File: config.mk
export PLATFORM = sky130hd
export DESIGN_NAME = ula_operand_fetch
export DESIGN_NICKNAME = d
export VERILOG_FILES = /design/src/rtl/ula_operand_fetch_pkg.sv /design/src/rtl/ula_reg_file.sv /design/src/rtl/ula_operand_fetch.sv
export SDC_FILE = /design/constraint.sdc
export NUM_CORES = 2
export LEC_CHECK = 0
export ABC_AREA = 1
export BUFFER_PORTS_ARGS = -buffer_cell sky130_fd_sc_hd__buf_4
export CORE_ASPECT_RATIO = 1.4
export CORE_MARGIN = 2
export CORE_UTILIZATION = 50
export DETAILED_ROUTE_END_ITERATION = 10
export GPL_ROUTABILITY_DRIVEN = 0
export PLACE_DENSITY = 0.69
export SYNTH_ARGS = -nofsm -noshare
export SYNTH_HDL_FRONTEND = slang
export SYNTH_SLANG_ARGS = --single-unit
File: constraint.sdc
create_clock -name clk -period 2.26 [get_ports clk]
set_input_delay 0.226 -clock clk [delete_from_list [all_inputs] [get_ports clk]]
set_output_delay 0.226 -clock clk [all_outputs]
set_load 0.02 [all_outputs]
File: src/rtl/ula_operand_fetch_pkg.sv
// Shared constants and types for the ULA operand-fetch stage.
package ula_operand_fetch_pkg;

  localparam int DATA_W    = 32;
  localparam int REG_COUNT = 32;

  // Supported primary opcodes.
  localparam logic [5:0] OP_RTYPE = 6'd0;
  localparam logic [5:0] OP_ADDI  = 6'd8;
  localparam logic [5:0] OP_ANDI  = 6'd12;

  // R-type function codes understood by the ULA.
  localparam logic [5:0] FN_SLL = 6'd0;
  localparam logic [5:0] FN_SRL = 6'd2;
  localparam logic [5:0] FN_SRA = 6'd3;
  localparam logic [5:0] FN_ADD = 6'd32;
  localparam logic [5:0] FN_SUB = 6'd34;
  localparam logic [5:0] FN_AND = 6'd36;
  localparam logic [5:0] FN_OR  = 6'd37;
  localparam logic [5:0] FN_SLT = 6'd42;

  typedef enum logic [1:0] {
    ALUOP_ADD   = 2'd0,
    ALUOP_AND   = 2'd1,
    ALUOP_RTYPE = 2'd2
  } alu_op_e;

  // Shifts take their operand from rt and shift it by shamt.
  function automatic logic is_shift(input logic [5:0] funct);
    return (funct == FN_SLL) || (funct == FN_SRL) || (funct == FN_SRA);
  endfunction

endpackage

File: src/rtl/ula_reg_file.sv
// 32-entry architectural register file: two async read ports with
// write-through bypass, one sync write port, sync active-low clear.
module ula_reg_file
  import ula_operand_fetch_pkg::*;
#(
  parameter int DW  = DATA_W,
  parameter int NR  = REG_COUNT,
  parameter int AW  = $clog2(NR)
) (
  input  logic          clk,
  input  logic          rst_n,
  input  logic          we_i,
  input  logic [AW-1:0] waddr_i,
  input  logic [DW-1:0] wdata_i,
  input  logic [AW-1:0] raddr_a_i,
  input  logic [AW-1:0] raddr_b_i,
  output logic [DW-1:0] rdata_a_o,
  output logic [DW-1:0] rdata_b_o
);

  logic [DW-1:0] regs_q [NR];
  logic          wr_live;

  assign wr_live = we_i && (waddr_i != '0);

  // Register storage: cleared on reset, written on nonzero-index strobe.
  // NOTE: this array is architecturally required to read 0 after reset, so
  // every entry is cleared here; a plain RAM would normally not be reset.
  always_ff @(posedge clk) begin
    if (!rst_n) begin
      for (int i = 0; i < NR; i++) regs_q[i] <= '0;
    end else if (wr_live) begin
      // NOTE: state is updated with <= so all flops sample pre-edge values.
      regs_q[waddr_i] <= wdata_i;
    end
  end

  // Read port A: R0 is hardwired zero, same-cycle writes are forwarded.
  always_comb begin
    if (raddr_a_i == '0)                        rdata_a_o = '0;
    else if (wr_live && waddr_i == raddr_a_i)   rdata_a_o = wdata_i;
    else                                        rdata_a_o = regs_q[raddr_a_i];
  end

  // Read port B: same rules as port A.
  always_comb begin
    if (raddr_b_i == '0)                        rdata_b_o = '0;
    else if (wr_live && waddr_i == raddr_b_i)   rdata_b_o = wdata_i;
    else                                        rdata_b_o = regs_q[raddr_b_i];
  end

endmodule

File: src/rtl/ula_operand_fetch.sv
// Decode/operand stage in front of the ULA: decodes one instruction per
// handshake, reads operands, and registers the op with 1-cycle latency.
module ula_operand_fetch
  import ula_operand_fetch_pkg::*;
#(
  parameter int DATA_W_P    = DATA_W,
  parameter int REG_COUNT_P = REG_COUNT
) (
  input  logic              clk,
  input  logic              rst_n,
  input  logic              instrValid,
  output logic              instrReady,
  input  logic [31:0]       instr,
  input  logic              wbEnable,
  input  logic [4:0]        wbAddr,
  input  logic [DATA_W_P-1:0] wbData,
  output logic              outValid,
  input  logic              outReady,
  output logic [DATA_W_P-1:0] input1,
  output logic [DATA_W_P-1:0] input2,
  output logic [4:0]        shamt,
  output logic [1:0]        aluOp,
  output logic [5:0]        funct,
  output logic [5:0]        opCode,
  output logic [4:0]        destReg,
  output logic              illegal
);

  logic [5:0]  f_op, f_funct;
  logic [4:0]  f_rs, f_rt, f_rd, f_shamt;
  logic [15:0] f_imm;
  logic [DATA_W_P-1:0] rs_val, rt_val;

  assign f_op    = instr[31:26];
  assign f_rs    = instr[25:21];
  assign f_rt    = instr[20:16];
  assign f_rd    = instr[15:11];
  assign f_shamt = instr[10:6];
  assign f_funct = instr[5:0];
  assign f_imm   = instr[15:0];

  ula_reg_file #(.DW(DATA_W_P), .NR(REG_COUNT_P), .AW(5)) u_rf (
    .clk       (clk),
    .rst_n     (rst_n),
    .we_i      (wbEnable),
    .waddr_i   (wbAddr),
    .wdata_i   (wbData),
    .raddr_a_i (f_rs),
    .raddr_b_i (f_rt),
    .rdata_a_o (rs_val),
    .rdata_b_o (rt_val)
  );

  // Decoded next-state for the output register.
  logic [DATA_W_P-1:0] in1_d, in2_d;
  alu_op_e             op_d;
  logic [4:0]          dest_d;
  logic                illegal_d;

  // Opcode decode and operand selection.
  always_comb begin
    // NOTE: every output gets a default first so no path infers a latch.
    in1_d     = '0;
    in2_d     = '0;
    op_d      = ALUOP_ADD;
    dest_d    = '0;
    illegal_d = 1'b0;
    case (f_op)
      OP_RTYPE: begin
        op_d   = ALUOP_RTYPE;
        dest_d = f_rd;
        if (is_shift(f_funct)) begin
          in1_d = rt_val;
        end else begin
          in1_d = rs_val;
          in2_d = rt_val;
        end
      end
      OP_ADDI: begin
        in1_d  = rs_val;
        in2_d  = {{(DATA_W_P-16){f_imm[15]}}, f_imm};
        dest_d = f_rt;
      end
      OP_ANDI: begin
        op_d   = ALUOP_AND;
        in1_d  = rs_val;
        in2_d  = {{(DATA_W_P-16){1'b0}}, f_imm};
        dest_d = f_rt;
      end
      default: illegal_d = 1'b1;
    endcase
  end

  logic                valid_q;
  logic [DATA_W_P-1:0] in1_q, in2_q;
  logic [4:0]          shamt_q, dest_q;
  alu_op_e             op_q;
  logic [5:0]          funct_q, opcode_q;
  logic                illegal_q;
  logic                accept;

  assign instrReady = !valid_q || outReady;
  assign accept     = instrValid && instrReady;

  // Output register: load on accept, drop valid when drained, else hold.
  always_ff @(posedge clk) begin
    if (!rst_n) begin
      valid_q   <= 1'b0;
      in1_q     <= '0;
      in2_q     <= '0;
      shamt_q   <= '0;
      op_q      <= ALUOP_ADD;
      funct_q   <= '0;
      opcode_q  <= '0;
      dest_q    <= '0;
      illegal_q <= 1'b0;
    end else if (accept) begin
      valid_q   <= 1'b1;
      in1_q     <= in1_d;
      in2_q     <= in2_d;
      shamt_q   <= f_shamt;
      op_q      <= op_d;
      funct_q   <= f_funct;
      opcode_q  <= f_op;
      dest_q    <= dest_d;
      illegal_q <= illegal_d;
    end else if (outReady) begin
      valid_q   <= 1'b0;
    end
  end

  assign outValid = valid_q;
  assign input1   = in1_q;
  assign input2   = in2_q;
  assign shamt    = shamt_q;
  assign aluOp    = op_q;
  assign funct    = funct_q;
  assign opCode   = opcode_q;
  assign destReg  = dest_q;
  assign illegal  = illegal_q;

endmodule

# Word level (Yosys, flattened, before mapping)
# Memory sizes are Yosys's and may differ from the RTL's.
# Cells that the tools add are included.
[op_classes] n_eq_ne=6 muxes=20 n_reduce_logical=17
[op_table] op="2-to-1 mux 32 bit" n=7
[op_table] op="case mux 32 bit (3 select lines)" n=1
[op_table] op="case mux 32 bit (2 select lines)" n=1
[op_table] op="OR reduction 32 bit" n=1
[op_table] op="equality test 6 x 2 -> 1 bit, second input constant" n=2
[op_table] op="equality test 6 x 4 -> 1 bit, second input constant" n=2
[op_table] op="zero test 6 bit" n=2
[op_table] op="equality test 5 bit" n=2
[op_table] op="zero test 5 bit" n=2
[op_table] op="case mux 5 bit (2 select lines)" n=1
[op_table] op="2-to-1 mux 1 bit" n=8
[op_table] op="2-to-1 mux 5 bit" n=1
[op_table] op="nonzero test 5 bit" n=1
[op_table] op="logical AND 1 bit" n=4
[op_table] op="case mux 2 bit (2 select lines)" n=1
[op_table] op="logical OR 1 bit" n=3
[op_table] op="OR reduction 3 bit" n=1
[op_table] op="nonzero test 2 bit" n=1
[op_table] op="OR reduction 2 bit" n=1
[op_table] op="zero test 1 bit" n=1
[totals] reg_bits=90 n_memories=1 ramBits=1024 out_inout_bits=91 in_bits=74 word_cells=53
[mem_list] memory="u_rf.regs_q" depth=32 width=32 rd=2 rd_ports_with_merged_regs=0 write_ports=32 line_no="ula_reg_file.sv:21" text="logic [DW-1:0] regs_q [NR];"

# Logic depth before layout (Yosys ltp)
[depth] depth_word=7 depth_mapped=16

# Cells and area by module
# Synthesis repeated with hierarchy kept, for this count alone.
[unflattened] hier_cells=8076 hier_area_um2=62636.3
[by_module_without_submodules] module="ula_reg_file" cells_per_inst=7416 n_inst=1 seq_area_each_um2=30749.5 area_each_um2=58120.7
[by_module_without_submodules] module="ula_operand_fetch" cells_per_inst=660 n_inst=1 seq_area_each_um2=1801.7 area_each_um2=4515.6

# Least setup slack after synthesis
# No wires, ideal clock.
[synth_path] path_kind="input -> register" start="input port wbAddr[2]" end="memory u_rf.regs_q[10][0] (netlist bit) (enable)" arrival_time_ns=2.078 path_slack_ns=-0.208 stages=10 required_time_ns=1.871 path_cell_list="buf_2 inv_1 nand3_2 o21ai_2 nor2_1 nand3_1 inv_1 nand2_1 buf_2 nand2_1"
[synth_rtl] item="start, declared" line_no="ula_operand_fetch.sv:15" text="input logic [4:0] wbAddr,"
[synth_rtl] item="end, declared" line_no="ula_reg_file.sv:21"

==> impl_metrics.env <==
export IMPL_wire_per_inst_um=24.0
export IMPL_outcome="complete, no violations"
export IMPL_count_of_distinct_cell_types_in_the_synthesized_netlist=43
export IMPL_worst_clock_skew_ns=0.0214
export IMPL_design_die_area_mm2=0.125
export IMPL_pin_count_of_the_biggest_net_entering_global_routing=89
export IMPL_setup_worst_path_class="flip-flop to flip-flop"
export IMPL_maxcap_violations=0
export IMPL_clockBufferDepth=3
export IMPL_die_width_um=300
export IMPL_firstDrtPassIters=8
export IMPL_grt_antenna_before_repair=6
export IMPL_placed_cells=9154
export IMPL_cts_tree="yes"
export IMPL_ys_dominant_reg_cell="sky130_fd_sc_hd__edfxtp_1"
export IMPL_antennaDiodeCount=0
export IMPL_hpwlAfterDp_mm=149
export IMPL_syn2layout_area_growth_pct=16.4
export IMPL_fill_cells=10481
export IMPL_power_per_cell_area_mw_per_mm2=721
export IMPL_grt_setup_unrepaired="no"
export IMPL_route_final_wire_length_mm=226
export IMPL_drt_iter0_drc=8718
export IMPL_maximum_level_of_the_cts_h_tree=3
export IMPL_clk_insertion_delay_late_ns=0.73
export IMPL_stdcell_count=9404
export IMPL_boundaryPins=165
export IMPL_clock_root_buffer="sky130_fd_sc_hd__clkbuf_16"
export IMPL_cp_data_required_time_ns=2.93
export IMPL_timing_final_crit_share_pct=96.6
export IMPL_syn_avg_cell_area_um2=8.10
export IMPL_numCtsBuffers=104
export IMPL_grt_overflow_total=0
export IMPL_synth_sequential_area_ratio_pct=53.1
export IMPL_final_core_util_pct=58.4
export IMPL_fp_row_count=152
export IMPL_clkSlewWorstSetupHoldPaths_ns=0.07
export IMPL_final_common_cell="sky130_fd_sc_hd__nand2_1"
export IMPL_sequential_cell_area_mm2=0.0326
export IMPL_placement_setup_worst_slack_ns=-0.171
export IMPL_worst_slew_pin_slew_ns=0.972
export IMPL_syn_inst=7566
export IMPL_reg2reg_from="u_rf.regs_q[29][0]$_SDFFCE_PN0P_"
export IMPL_vias=57294
export IMPL_setup_violation_total_in_the_final_timing_report=0
export IMPL_setup_tns_final_ns=0
export IMPL_footprint_of_the_multi_input_gates_mm2=0.0233
export IMPL_ys_ff_latch=1114
export IMPL_synth_async_sr_flop_share_pct=0
export IMPL_fmax_mhz=458
export IMPL_critical_path_slowest_cell="sky130_fd_sc_hd__dlygate4sd3_1"
export IMPL_critical_path_top_delay_family="buffers and inverters"
export IMPL_final_nets=7771
export IMPL_critical_path_max_fanout=2
export IMPL_timing_slew_headroom_pct=34.7
export IMPL_final_antenna_net_count=0
export IMPL_synth_enable_flop_cells=1024
export IMPL_vias_per_cell=6.09
export IMPL_cp_start_kind="flip-flop"
export IMPL_vdd_ir_drop_max_mv=0.650
export IMPL_core_region_area_mm2=0.122
export IMPL_cp_slowest_stage_delay_ns=0.56
export IMPL_cp_buffers_inverters=3
export IMPL_hold_class="primary input to flip-flop"
export IMPL_layout_common_cells="1379 x sky130_fd_sc_hd__nand2_1, 1351 x sky130_fd_sc_hd__nor2_1, 1024 x sky130_fd_sc_hd__edfxtp_1"
export IMPL_crit_path_end_kind="flip-flop"
export IMPL_synth_warning_count=0
export IMPL_worstPathCellList="inv_1 -> a21oi_1 -> o21ai_0 -> nand3_1 -> o21ai_0 -> buf_4 -> nand2_1 -> nand3_2 -> o21ai_2 -> nand2_1 -> a21oi_1 -> dlygate4sd3_1"
export IMPL_final_max_slew_viol_count=0
export IMPL_final_min_clock_period_ns=2.18
export IMPL_chipHeight_um=418
export IMPL_grt_pass1_vias=54607
export IMPL_post_route_drc_count=0
export IMPL_global_router_s_overall_resource_usage_pct=35.1
export IMPL_mappedNetlistArea_mm2=0.0613
export IMPL_timing_critical_path_from="u_rf.regs_q[29][0]$_SDFFCE_PN0P_"
export IMPL_grt_first_pass_wirelength_mm=331
export IMPL_cts_sink_count=1114
export IMPL_finalWorstSetupSlack_ns=0.0765
export IMPL_worst_endpoint_arrival_ns=2.85
export IMPL_portBuffers=164
export IMPL_total_leakage_power_uw=0.0296
export IMPL_layout_drive_gt1_share_pct=11.1
export IMPL_hold_start="wbData[23]"
export IMPL_finalHoldViolations=0
export IMPL_initial_utilization_pct=50.2
[cell families after synthesis]
family                 after synthesis  synth area share, %
XOR/XNOR                             5               0.0714
AO/OA/AOI/OAI                     1621                 14.3
flip-flops                        1114                 53.1
buffers and inverters             1311                 9.25
other                                1              0.00612
AND/OR/NAND/NOR                   3514                 23.2
[layer usage]
layer / routed length, µm / up-vias / track usage [%]
met5: 13 / - / 0
met1: 75400 / 26625 / 41.5
li1: - / 25446 / -
met2: 104000 / 4213 / 56.8
met4: 15200 / 2 / 21.8
met3: 31200 / 1008 / 9.76
[flip-flops by register name (all words and copies together), names as in the netlist, 2 cells and up]
register,count
shamt,5
input1,32
u_rf.regs_q,1024
destReg,5
funct,6
aluOp,2
opCode,6
input2,32
[final timing paths]
kind | slack, ns | endpoint | depth (start not counted)
worst max-delay path | 0.08 | input2[0]$_SDFFE_PN0P_ | 12
worst min-delay path | 0.03 | input1[23]$_SDFFE_PN0P_ | 5
worst max register to register | 0.08 | input2[0]$_SDFFE_PN0P_ | 12
worst min register to register | 0.47 | shamt[4]$_SDFFE_PN0P_ | 2
[what timing repair did]
| action | in CTS | in global routing |
|---|---|---|
| endpoints found under the setup margin | 0 | 2 |
| hold buffers | 54 | 0 |
| gates resized for setup | 0 | 5 |
| hold endpoints to repair | 103 | 0 |
| buffers inserted | 0 | 0 |
[worst min-delay path, delay by kind of cell]
family / cells / cell delay, ns
buffers and inverters: 1 / 0.15
AO/OA/AOI/OAI: 3 / 0.25
AND/OR/NAND/NOR: 1 / 0.09
[per-stage QoR]
stage	hold slack [ns]	total power [µW]	area (µm²)
global placement	0.453	31400	67000
global route	0.0988	52800	71400
detailed placement	0.458	31600	67000
floorplan	0.370	28400	61500
CTS	0.00613	51200	71300
finish	0.0322	51500	71400
[where the power goes]
part           switching, µW  internal (µW)  leakage, µW
sequential               526          23600       0.0105
combinational           5070           2390       0.0173
clock                   8240          11700      0.00184
[cell usage after synthesis (4+ instances only)]
| cell | number | area [µm²] |
|---|---|---|
| sky130_fd_sc_hd__or2_2 | 21 | 131 |
| sky130_fd_sc_hd__buf_4 | 22 | 165 |
| sky130_fd_sc_hd__nor2_2 | 4 | 25.0 |
| sky130_fd_sc_hd__inv_2 | 7 | 26.3 |
| sky130_fd_sc_hd__nand4_1 | 13 | 81.3 |
| sky130_fd_sc_hd__o211ai_1 | 227 | 1700 |
| sky130_fd_sc_hd__nand3_1 | 689 | 3450 |
| sky130_fd_sc_hd__o21ai_0 | 743 | 3720 |
| sky130_fd_sc_hd__a21oi_1 | 559 | 2800 |
| sky130_fd_sc_hd__o21ai_1 | 62 | 310 |
| sky130_fd_sc_hd__clkbuf_1 | 253 | 950 |
| sky130_fd_sc_hd__o22ai_2 | 4 | 50.1 |
| sky130_fd_sc_hd__buf_1 | 37 | 139 |
| sky130_fd_sc_hd__buf_6 | 34 | 383 |
| sky130_fd_sc_hd__inv_1 | 639 | 2400 |
| sky130_fd_sc_hd__nand2_1 | 1411 | 5300 |
| sky130_fd_sc_hd__nor2_1 | 1353 | 5080 |
| sky130_fd_sc_hd__buf_2 | 315 | 1580 |
| sky130_fd_sc_hd__xor2_1 | 4 | 35.0 |
| sky130_fd_sc_hd__nor3_1 | 10 | 50.1 |
| sky130_fd_sc_hd__dfxtp_1 | 90 | 1800 |
| sky130_fd_sc_hd__edfxtp_1 | 1024 | 30700 |
| sky130_fd_sc_hd__o22ai_1 | 12 | 75.1 |
| sky130_fd_sc_hd__o21ai_2 | 6 | 52.6 |
[cell type report]
class	count	area share, %
flip-flops and latches	1114	45.6
multi-input cells	5172	32.6
clock inverters	77	1.53
clock buffers	119	3.82
well taps	1617	2.84
inverters	647	3.44
repair buffers	658	10.1
Power figures use the tool's default switching activity.
